===== src/rtl/ysyx_22040759_mem_arbiter_pkg.sv =====
// ysyx_22040759_define
// Shared encodings for the unified memory arbiter: FSM state codes and the
// transaction owner tag recorded at grant time.
package ysyx_22040759_define;

    typedef enum logic [1:0] {
        ARB_IDLE  = 2'd0,
        ARB_ISSUE = 2'd1,
        ARB_WAIT  = 2'd2
    } arb_state_e;

    typedef enum logic {
        OWN_IF  = 1'b0,
        OWN_LSU = 1'b1
    } arb_owner_e;

endpackage


===== src/rtl/ysyx_22040759_mem_arbiter_arb_prio.sv =====
// ysyx_22040759_arb_prio
// Fixed-priority pick (LSU over IF) with a starvation guard for IF.
// The streak counter counts consecutive LSU grants taken while IF was waiting.
// Once it reaches STARVE_MAX, IF wins the next contested arbitration.
// Ports:
//   clk, rst        clock / asynchronous active-low reset
//   arb_en          arbitration allowed this cycle (arbiter is idle)
//   if_req_valid    IF request pending
//   lsu_req_valid   LSU request pending
//   grant_if        IF wins this cycle (combinational)
//   grant_lsu       LSU wins this cycle (combinational)
//   streak          current streak counter value
import ysyx_22040759_define::*;

module ysyx_22040759_arb_prio #(
    parameter int STARVE_MAX = 4,
    parameter int CNT_W      = $clog2(STARVE_MAX + 1)
) (
    input  logic             clk,
    input  logic             rst,
    input  logic             arb_en,
    input  logic             if_req_valid,
    input  logic             lsu_req_valid,
    output logic             grant_if,
    output logic             grant_lsu,
    output logic [CNT_W-1:0] streak
);

    localparam logic [CNT_W-1:0] STREAK_MAX_C = CNT_W'(STARVE_MAX);

    logic [CNT_W-1:0] streak_r;

    // Combinational pick; at most one grant is ever high.
    always_comb begin
        grant_if  = 1'b0;
        grant_lsu = 1'b0;
        if (!arb_en) begin
            grant_if  = 1'b0;
            grant_lsu = 1'b0;
        end else if (lsu_req_valid && if_req_valid) begin
            if (streak_r == STREAK_MAX_C) begin
                grant_if = 1'b1;
            end else begin
                grant_lsu = 1'b1;
            end
        end else if (lsu_req_valid) begin
            grant_lsu = 1'b1;
        end else if (if_req_valid) begin
            grant_if = 1'b1;
        end else begin
            grant_if  = 1'b0;
            grant_lsu = 1'b0;
        end
    end

    // Streak counter: grows only while IF is kept waiting, clears otherwise.
    always_ff @(posedge clk or negedge rst) begin
        if (!rst) begin
            streak_r <= {CNT_W{1'b0}};
        end else if (grant_lsu && if_req_valid) begin
            if (streak_r != STREAK_MAX_C) begin
                streak_r <= streak_r + CNT_W'(1);
            end
        end else if (grant_if || grant_lsu) begin
            streak_r <= {CNT_W{1'b0}};
        end
    end

    assign streak = streak_r;

endmodule


===== src/rtl/ysyx_22040759_mem_arbiter.sv =====
// ysyx_22040759_mem_arbiter
// Shares one variable-latency memory port between instruction fetch (read
// only) and the load/store unit (read/write). One transaction in flight.
// Ports:
//   clk, rst                      clock / asynchronous active-low reset
//   if_req_valid/ready, if_addr   IF request handshake and address
//   if_resp_valid                 IF response pulse
//   lsu_req_valid/ready, lsu_*    LSU request handshake and payload
//   lsu_resp_valid                LSU read data / write done pulse
//   resp_rdata                    shared response data (mem_rdata)
//   mem_req_valid/ready, mem_*    latched request towards the slave
//   mem_resp_valid, mem_rdata     slave response
import ysyx_22040759_define::*;

module ysyx_22040759_mem_arbiter #(
    parameter int ADDR_W     = 64,
    parameter int DATA_W     = 64,
    parameter int STARVE_MAX = 4
) (
    input  logic                clk,
    input  logic                rst,
    input  logic                if_req_valid,
    output logic                if_req_ready,
    input  logic [ADDR_W-1:0]   if_addr,
    output logic                if_resp_valid,
    input  logic                lsu_req_valid,
    output logic                lsu_req_ready,
    input  logic [ADDR_W-1:0]   lsu_addr,
    input  logic                lsu_wen,
    input  logic [DATA_W-1:0]   lsu_wdata,
    input  logic [DATA_W/8-1:0] lsu_wstrb,
    output logic                lsu_resp_valid,
    output logic [DATA_W-1:0]   resp_rdata,
    output logic                mem_req_valid,
    input  logic                mem_req_ready,
    output logic [ADDR_W-1:0]   mem_addr,
    output logic                mem_wen,
    output logic [DATA_W-1:0]   mem_wdata,
    output logic [DATA_W/8-1:0] mem_wstrb,
    input  logic                mem_resp_valid,
    input  logic [DATA_W-1:0]   mem_rdata
);

    localparam int CNT_W  = $clog2(STARVE_MAX + 1);
    localparam int STRB_W = DATA_W / 8;

    arb_state_e          state_r;
    arb_state_e          state_next_s;
    arb_owner_e          owner_r;
    logic                mem_req_valid_r;
    logic                mem_req_valid_next_s;
    logic [ADDR_W-1:0]   mem_addr_r;
    logic                mem_wen_r;
    logic [DATA_W-1:0]   mem_wdata_r;
    logic [STRB_W-1:0]   mem_wstrb_r;
    logic                arb_en_s;
    logic                grant_if_s;
    logic                grant_lsu_s;
    logic                resp_fire_s;
    logic [CNT_W-1:0]    streak_s;

    assign arb_en_s = (state_r == ARB_IDLE);

    ysyx_22040759_arb_prio #(
        .STARVE_MAX (STARVE_MAX),
        .CNT_W      (CNT_W)
    ) u_prio (
        .clk           (clk),
        .rst           (rst),
        .arb_en        (arb_en_s),
        .if_req_valid  (if_req_valid),
        .lsu_req_valid (lsu_req_valid),
        .grant_if      (grant_if_s),
        .grant_lsu     (grant_lsu_s),
        .streak        (streak_s)
    );

    // Next-state logic and response detection.
    always_comb begin
        state_next_s = state_r;
        resp_fire_s  = 1'b0;
        case (state_r)
            ARB_IDLE: begin
                if (grant_if_s || grant_lsu_s) begin
                    state_next_s = ARB_ISSUE;
                end else begin
                    state_next_s = ARB_IDLE;
                end
            end
            ARB_ISSUE: begin
                // A response before the request is accepted is not ours.
                if (mem_req_ready) begin
                    if (mem_resp_valid) begin
                        resp_fire_s  = 1'b1;
                        state_next_s = ARB_IDLE;
                    end else begin
                        state_next_s = ARB_WAIT;
                    end
                end else begin
                    state_next_s = ARB_ISSUE;
                end
            end
            ARB_WAIT: begin
                if (mem_resp_valid) begin
                    resp_fire_s  = 1'b1;
                    state_next_s = ARB_IDLE;
                end else begin
                    state_next_s = ARB_WAIT;
                end
            end
            default: begin
                state_next_s = ARB_IDLE;
            end
        endcase
        mem_req_valid_next_s = (state_next_s == ARB_ISSUE);
    end

    // State register plus registered mem_req_valid.
    always_ff @(posedge clk or negedge rst) begin
        if (!rst) begin
            state_r         <= ARB_IDLE;
            mem_req_valid_r <= 1'b0;
        end else begin
            state_r         <= state_next_s;
            mem_req_valid_r <= mem_req_valid_next_s;
        end
    end

    // Request latch: captures the winner's payload and records the owner.
    always_ff @(posedge clk or negedge rst) begin
        if (!rst) begin
            owner_r     <= OWN_IF;
            mem_addr_r  <= {ADDR_W{1'b0}};
            mem_wen_r   <= 1'b0;
            mem_wdata_r <= {DATA_W{1'b0}};
            mem_wstrb_r <= {STRB_W{1'b0}};
        end else if (grant_lsu_s) begin
            owner_r     <= OWN_LSU;
            mem_addr_r  <= lsu_addr;
            mem_wen_r   <= lsu_wen;
            mem_wdata_r <= lsu_wdata;
            mem_wstrb_r <= lsu_wstrb;
        end else if (grant_if_s) begin
            owner_r     <= OWN_IF;
            mem_addr_r  <= if_addr;
            mem_wen_r   <= 1'b0;
            mem_wdata_r <= {DATA_W{1'b0}};
            mem_wstrb_r <= {STRB_W{1'b0}};
        end
    end

    // Grants are gated with rst so nothing handshakes while reset is held.
    assign if_req_ready   = rst & grant_if_s;
    assign lsu_req_ready  = rst & grant_lsu_s;
    assign if_resp_valid  = resp_fire_s & (owner_r == OWN_IF);
    assign lsu_resp_valid = resp_fire_s & (owner_r == OWN_LSU);
    assign resp_rdata     = rst ? mem_rdata : {DATA_W{1'b0}};
    assign mem_req_valid  = mem_req_valid_r;
    assign mem_addr       = mem_addr_r;
    assign mem_wen        = mem_wen_r;
    assign mem_wdata      = mem_wdata_r;
    assign mem_wstrb      = mem_wstrb_r;

endmodule


===== config.mk =====
export PLATFORM = sky130hd
export DESIGN_NAME = ysyx_22040759_mem_arbiter
export DESIGN_NICKNAME = d
export VERILOG_FILES = /design/src/rtl/ysyx_22040759_mem_arbiter_pkg.sv /design/src/rtl/ysyx_22040759_mem_arbiter_arb_prio.sv /design/src/rtl/ysyx_22040759_mem_arbiter.sv
export SDC_FILE = /design/constraint.sdc
export NUM_CORES = 1
export LEC_CHECK = 0
export CAP_MARGIN = 5
export CELL_PAD_IN_SITES_DETAIL_PLACEMENT = 0
export CELL_PAD_IN_SITES_GLOBAL_PLACEMENT = 1
export CORE_AREA = 2 2 187 189
export DETAILED_ROUTE_END_ITERATION = 10
export DIE_AREA = 0 0 189 191
export PLACE_DENSITY = 0.64
export SLEW_MARGIN = 20
export SYNTH_ARGS = -nofsm -noshare
export SYNTH_HDL_FRONTEND = slang
export SYNTH_HIERARCHICAL = 1
export SYNTH_SLANG_ARGS = --single-unit

===== constraint.sdc =====
create_clock -name clk -period 2.2 [get_ports clk]
set_input_delay 0.33 -clock clk [delete_from_list [all_inputs] [get_ports clk]]
set_output_delay 0.33 -clock clk [all_outputs]
set_load 0.02 [all_outputs]

-- Word level (Yosys, flattened, before mapping)
Index checks and enable logic that the tools add are counted.
- $add $sub $neg: 1
- equal/unequal tests: 6
- muxes and demuxes: 29
- bitwise logic cells: 5
- reductions and logical operators: 7
- operators by type and width (operator ; number):
    $mux 64 ; 5
    $mux 8 ; 2
    $mux 1 ; 15
    $mux 3 ; 3
    $pmux 2 s3 ; 1
    $and 1x1->1 ; 4
    $eq 2x1->1 const B ; 2
    $mux 2 ; 2
    $reduce_bool 2->1 ; 2
    $add 3x1->3 const B ; 1
    $eq 3x3->1 const B ; 1
    $ne 3x3->1 const B ; 1
    $eq 2x2->1 const B ; 1
    $logic_and 1x1->1 ; 2
    $logic_not 2->1 ; 1
    $ne 2x2->1 const B ; 1
    $pmux 1 s2 ; 1
    $reduce_and 2->1 ; 1
    $logic_or 1x1->1 ; 1
    $not 1->1 ; 1
- register bits: 144
- input port bits: 271
- output and inout bits: 206
- logic and storage cells: 56

-- Logic depth before layout (Yosys ltp)
- depth in word-level cells: 8
- gate-level depth with buffers: 9
- depth with buffers taken out: 6

-- Hierarchy
Netlist, hierarchy kept.
- by module, submodules not included (module ; instances ; cells each ; area an instance (sq um)):
    ysyx_22040759_mem_arbiter ; 1 ; 537 ; 6214.7
    ysyx_22040759_arb_prio ; 1 ; 23 ; 190.2

-- Worst setup path before layout
No wires, ideal clock.
- path type: reg2out
- start point: register state_r[0]
- end point: output port lsu_req_ready
- arrival: 1810 ps
- slack: 60 ps
- cell stages (with the launch flop): 9
- path buffers: 3
- cells stage by stage: dfrtp_1 > inv_1 > ha_1 > nand2_1 > a31oi_1 > buf_4 > buf_6 > buf_4 > and2_1
- longest elaborated chain between the ends: 3
- RTL lines (item ; line ; text):
    start: declaration ; ysyx_22040759_mem_arbiter.sv:47 ; arb_state_e state_r;
    start signal: assignment ; ysyx_22040759_mem_arbiter.sv:124 ; state_r <= state_next_s;
    $logic_not 2->1 ; ysyx_22040759_mem_arbiter.sv:62 ; assign arb_en_s = (state_r == ARB_IDLE);
    named net arb_en_s ; ysyx_22040759_mem_arbiter.sv:56 ; logic arb_en_s;
    $mux 1 ; ysyx_22040759_mem_arbiter_arb_prio.sv:37 ; if (!arb_en) begin
    named net grant_lsu_s ; ysyx_22040759_mem_arbiter.sv:58 ; logic grant_lsu_s;
    $and 1x1->1 ; ysyx_22040759_mem_arbiter.sv:154 ; assign lsu_req_ready = rst & grant_lsu_s;
    end: declaration ; ysyx_22040759_mem_arbiter.sv:27 ; output logic lsu_req_ready,
The timed path passes the listed nets, and every way through them passes these cells.

-- Worst setup path in the final report
- start point: register state_r[1]
- end point: output port lsu_req_ready
Same word-level chain as after synthesis.

==> key figures <==
Synth
  – Synth top area share: 0.563
  – Synth Net Count: 838
  – Syn_area_per_cell: 11.4 µm²
  – Number of flops mapped to enable cells by yosys: 0
  – Yosys warns: 6
  – Post-synth top area cell: dfrtp_1
  – Synth area leaders: dfrtp_1 (56%), mux2i_1 (10%), a22o_1 (10%)
  – Cell with the most instances after synthesis: dfrtp_1
  – Flops & latches, synth: about 140
  – Unique cell type count in the Yosys netlist: 24
  – Top_reg_cell synth: dfrtp_1
  – Register area share after synthesis: 0.563
  – Mapped cell area: between 0.006 and 0.007 mm²
  – Async S/R FF share, synth: 1.00
  – Syn Inst Count: 560
  – Most frequent cells after synthesis: dfrtp_1 (144), a22o_1 (73), nand2_1 (71), o21ai_1 (68), and2_1 (66)

STA
  – Min cycle time layout: 2.05 ns
  – Slew Limit Fails: 0
  – Max Fclk: 487 MHz
  – Worst Clk Skew: 0.0131 ns
  – Unrepaired setup endpoints after global routing: false
  – Setup TNS: 0 ns
  – Final setup viols: 0
  – Crit share post-route: 0.933
  – Worst slew pin tran: about 0.63 ns
  – Final worst setup slack: 0.147 ns
  – Final Hold Violating Endpoints: 0
  – Slew margin rel.: 0.581

Placed design
  – DP HPWL: 21500 µm
  – IO buf count: 476
  – Pre-CTS setup slack: 0.00537 ns
  – GPL Wtd Cong: ~0.83
  – Placed cell areas: between 0.01 and 0.015 mm²

Power and ir drop
  – Pwr dens: 1240 mW/mm²
  – VDD IR max: between 0.0006 and 0.0007 V
  – Total power draw: between 15 and 20 mW
  – Static Leak: 5.06 nW

Min path
  – Worst min-delay path category: in2async

Floorplan
  – Core ar.: 0.0341 mm²
  – Initial Util: 0.188
  – Std-Cell Rows: 68
  – Die Ht: 191 µm
  – Die ar.: 0.0361 mm²
  – Die width: 189 µm
  – I/O pins: 477

Global route
  – Tot GR Track Use: 0.152
  – Global-route wire length before repair: 40600 µm
  – Gr ovfl total: 0
  – Initial antenna violation count: 1
  – Largest net degree at the start of global routing: 113
  – Vias in the first global route: 6306

Worst setup path
  – Worst R2R Start: state_r[1]
  – Cell family with most CP delay: flip-flops
  – Critical Path Source: state_r[1]
  – Buffers and inverters on the worst path: 2
  – Crit path DAT: 1.72 ns
  – Slowest cell on crit path: dfrtp_1
  – Startpoint types: flip-flop
  – WP data required: between 1.5 and 2 ns
  – Crit path largest cell delay: 0.41 ns
  – Crit end category: primary output
  – Crit-path max FO: 4
  – Worst Setup Path Type: reg2out
  – Crit-path cells: inv_1 > ha_4 > nand2_1 > a31oi_4 > and2_1 > buf_2

Drt
  – Per-cell routed wire length: 18.6 µm
  – Routed Antenna Nets: 0
  – Initial DRT Pass Iterations: 4
  – Via total after detailed routing: 6140
  – 1st-iter DRT viols: 213
  – Final WL: 28000 µm
  – Remaining DRCs: 0
  – Vias per cell: 4.07

CTS
  – H-tree levels: 4
  – Clock-pin slew on the worst setup and hold paths: ~0.07 ns
  – Clock tree sinks: roughly 140
  – Num CTS Buffers: 17
  – Post-CTS setup buffers: 0
  – CTS tree: done
  – Clk root buf: clkbuf_16
  – Max clock buf depth: 2
  – Skew-Pair Late Insertion Delay: ~0.43 ns

Status
  – Outcome: completed

Cells and area
  – Cell area after layout: 0.0124 mm²
  – Layout area overhead: 94.0%
  – Share of cells above drive strength 1: 0.0657
  – Finished Core Util: 0.364
  – Post-layout nets: 1316

Run
  – Max-cap violations: 0
final timing paths:
check,end,slack (ns),depth (start not counted)
max,lsu_req_ready,0.15,6
min,mem_addr[25],0.19,2
max reg2reg,mem_wdata[5],0.18,7
min reg2reg,mem_wdata[7],0.50,1
max in group asynchronous,mem_wdata[7],0.91,4
min in group clk,mem_addr[44],0.45,3
per-layer routing:
| metal | part of all wire | GRT usage | vias up | wire [µm] |
|---|---|---|---|---|
| met3 | 0.092 | 0.0573 | 32 | 2590 |
| met2 | 0.51 | 0.270 | 316 | 14400 |
| met1 | 0.36 | 0.160 | 2875 | 10100 |
| met5 | 0 | 0 | - | 0 |
| li1 | - | - | 2917 | - |
| met4 | 0.034 | 0.0715 | 0 | 966 |
metrics by stage:
stage / hold slack (ns) / std cells
2_1_floorplan: 0.0344 / 560
6_report: 0.189 / 1507
3_5_place_dp: 0.407 / 1471
5_1_grt: 0.242 / 1507
4_1_cts: 0.193 / 1506
3_3_place_gp: 0.402 / 1471
cell usage in the layout, fill, tap and decap left out, types with 4 or more instances in the layout:
cell             instances
clkdlybuf4s50_1        469
dfrtp_1                144
a22o_1                  73
nand2_1                 71
o21ai_1                 68
and2_1                  66
mux2i_1                 64
clkbuf_16               17
buf_4                   17
buf_12                   9
inv_1                    7
ha_1                     5
inv_6                    4
clkinv_4                 4
timing repair:
action                                 4_1_cts  5_1_grt
endpoints found under the hold margin       15        0
gates resized for setup                     12        9
hold buffers                                 3        0
setup endpoints to repair                    4        5
logic make-up (layout without fill, tap and decap cells):
family          Yosys count  after routing  share of synthesized area
other cells               0              1                          0
compound gates          150            150                      0.163
flops                   144            144                      0.563
simple gates            144            144                      0.114
buf+inv                  51            542                     0.0471
fa+ha+maj                 7              7                     0.0137
mux                      64             64                      0.100
sequential cells by signal (all words and copies together), names as in the netlist:
signal / flops
mem_addr: 64
owner_r: 1
mem_wen: 1
u_prio/streak: 3
state_r: 2
mem_wdata: 64
mem_wstrb: 8
mem_req_valid: 1
layout make-up:
| class | count | area, µm² |
|---|---|---|
| fillers | 3387 | 21700 |
| repair buffers | 503 | 5060 |
| flip-flops and latches | 144 | 3600 |
| multi-input cells | 365 | 2540 |
| well taps | 455 | 569 |
| clock buffers | 17 | 425 |
| clock inverters | 15 | 196 |
| inverters | 7 | 26.3 |
| diodes | 1 | 2.50 |
report_power, final:
group          switching [mW]  internal, mW
logic                    3.87          3.85
registers               0.739          3.92
clock network            1.35          1.74
total                    5.95          9.50
No activity file was read; power rests on OpenSTA's default activity.
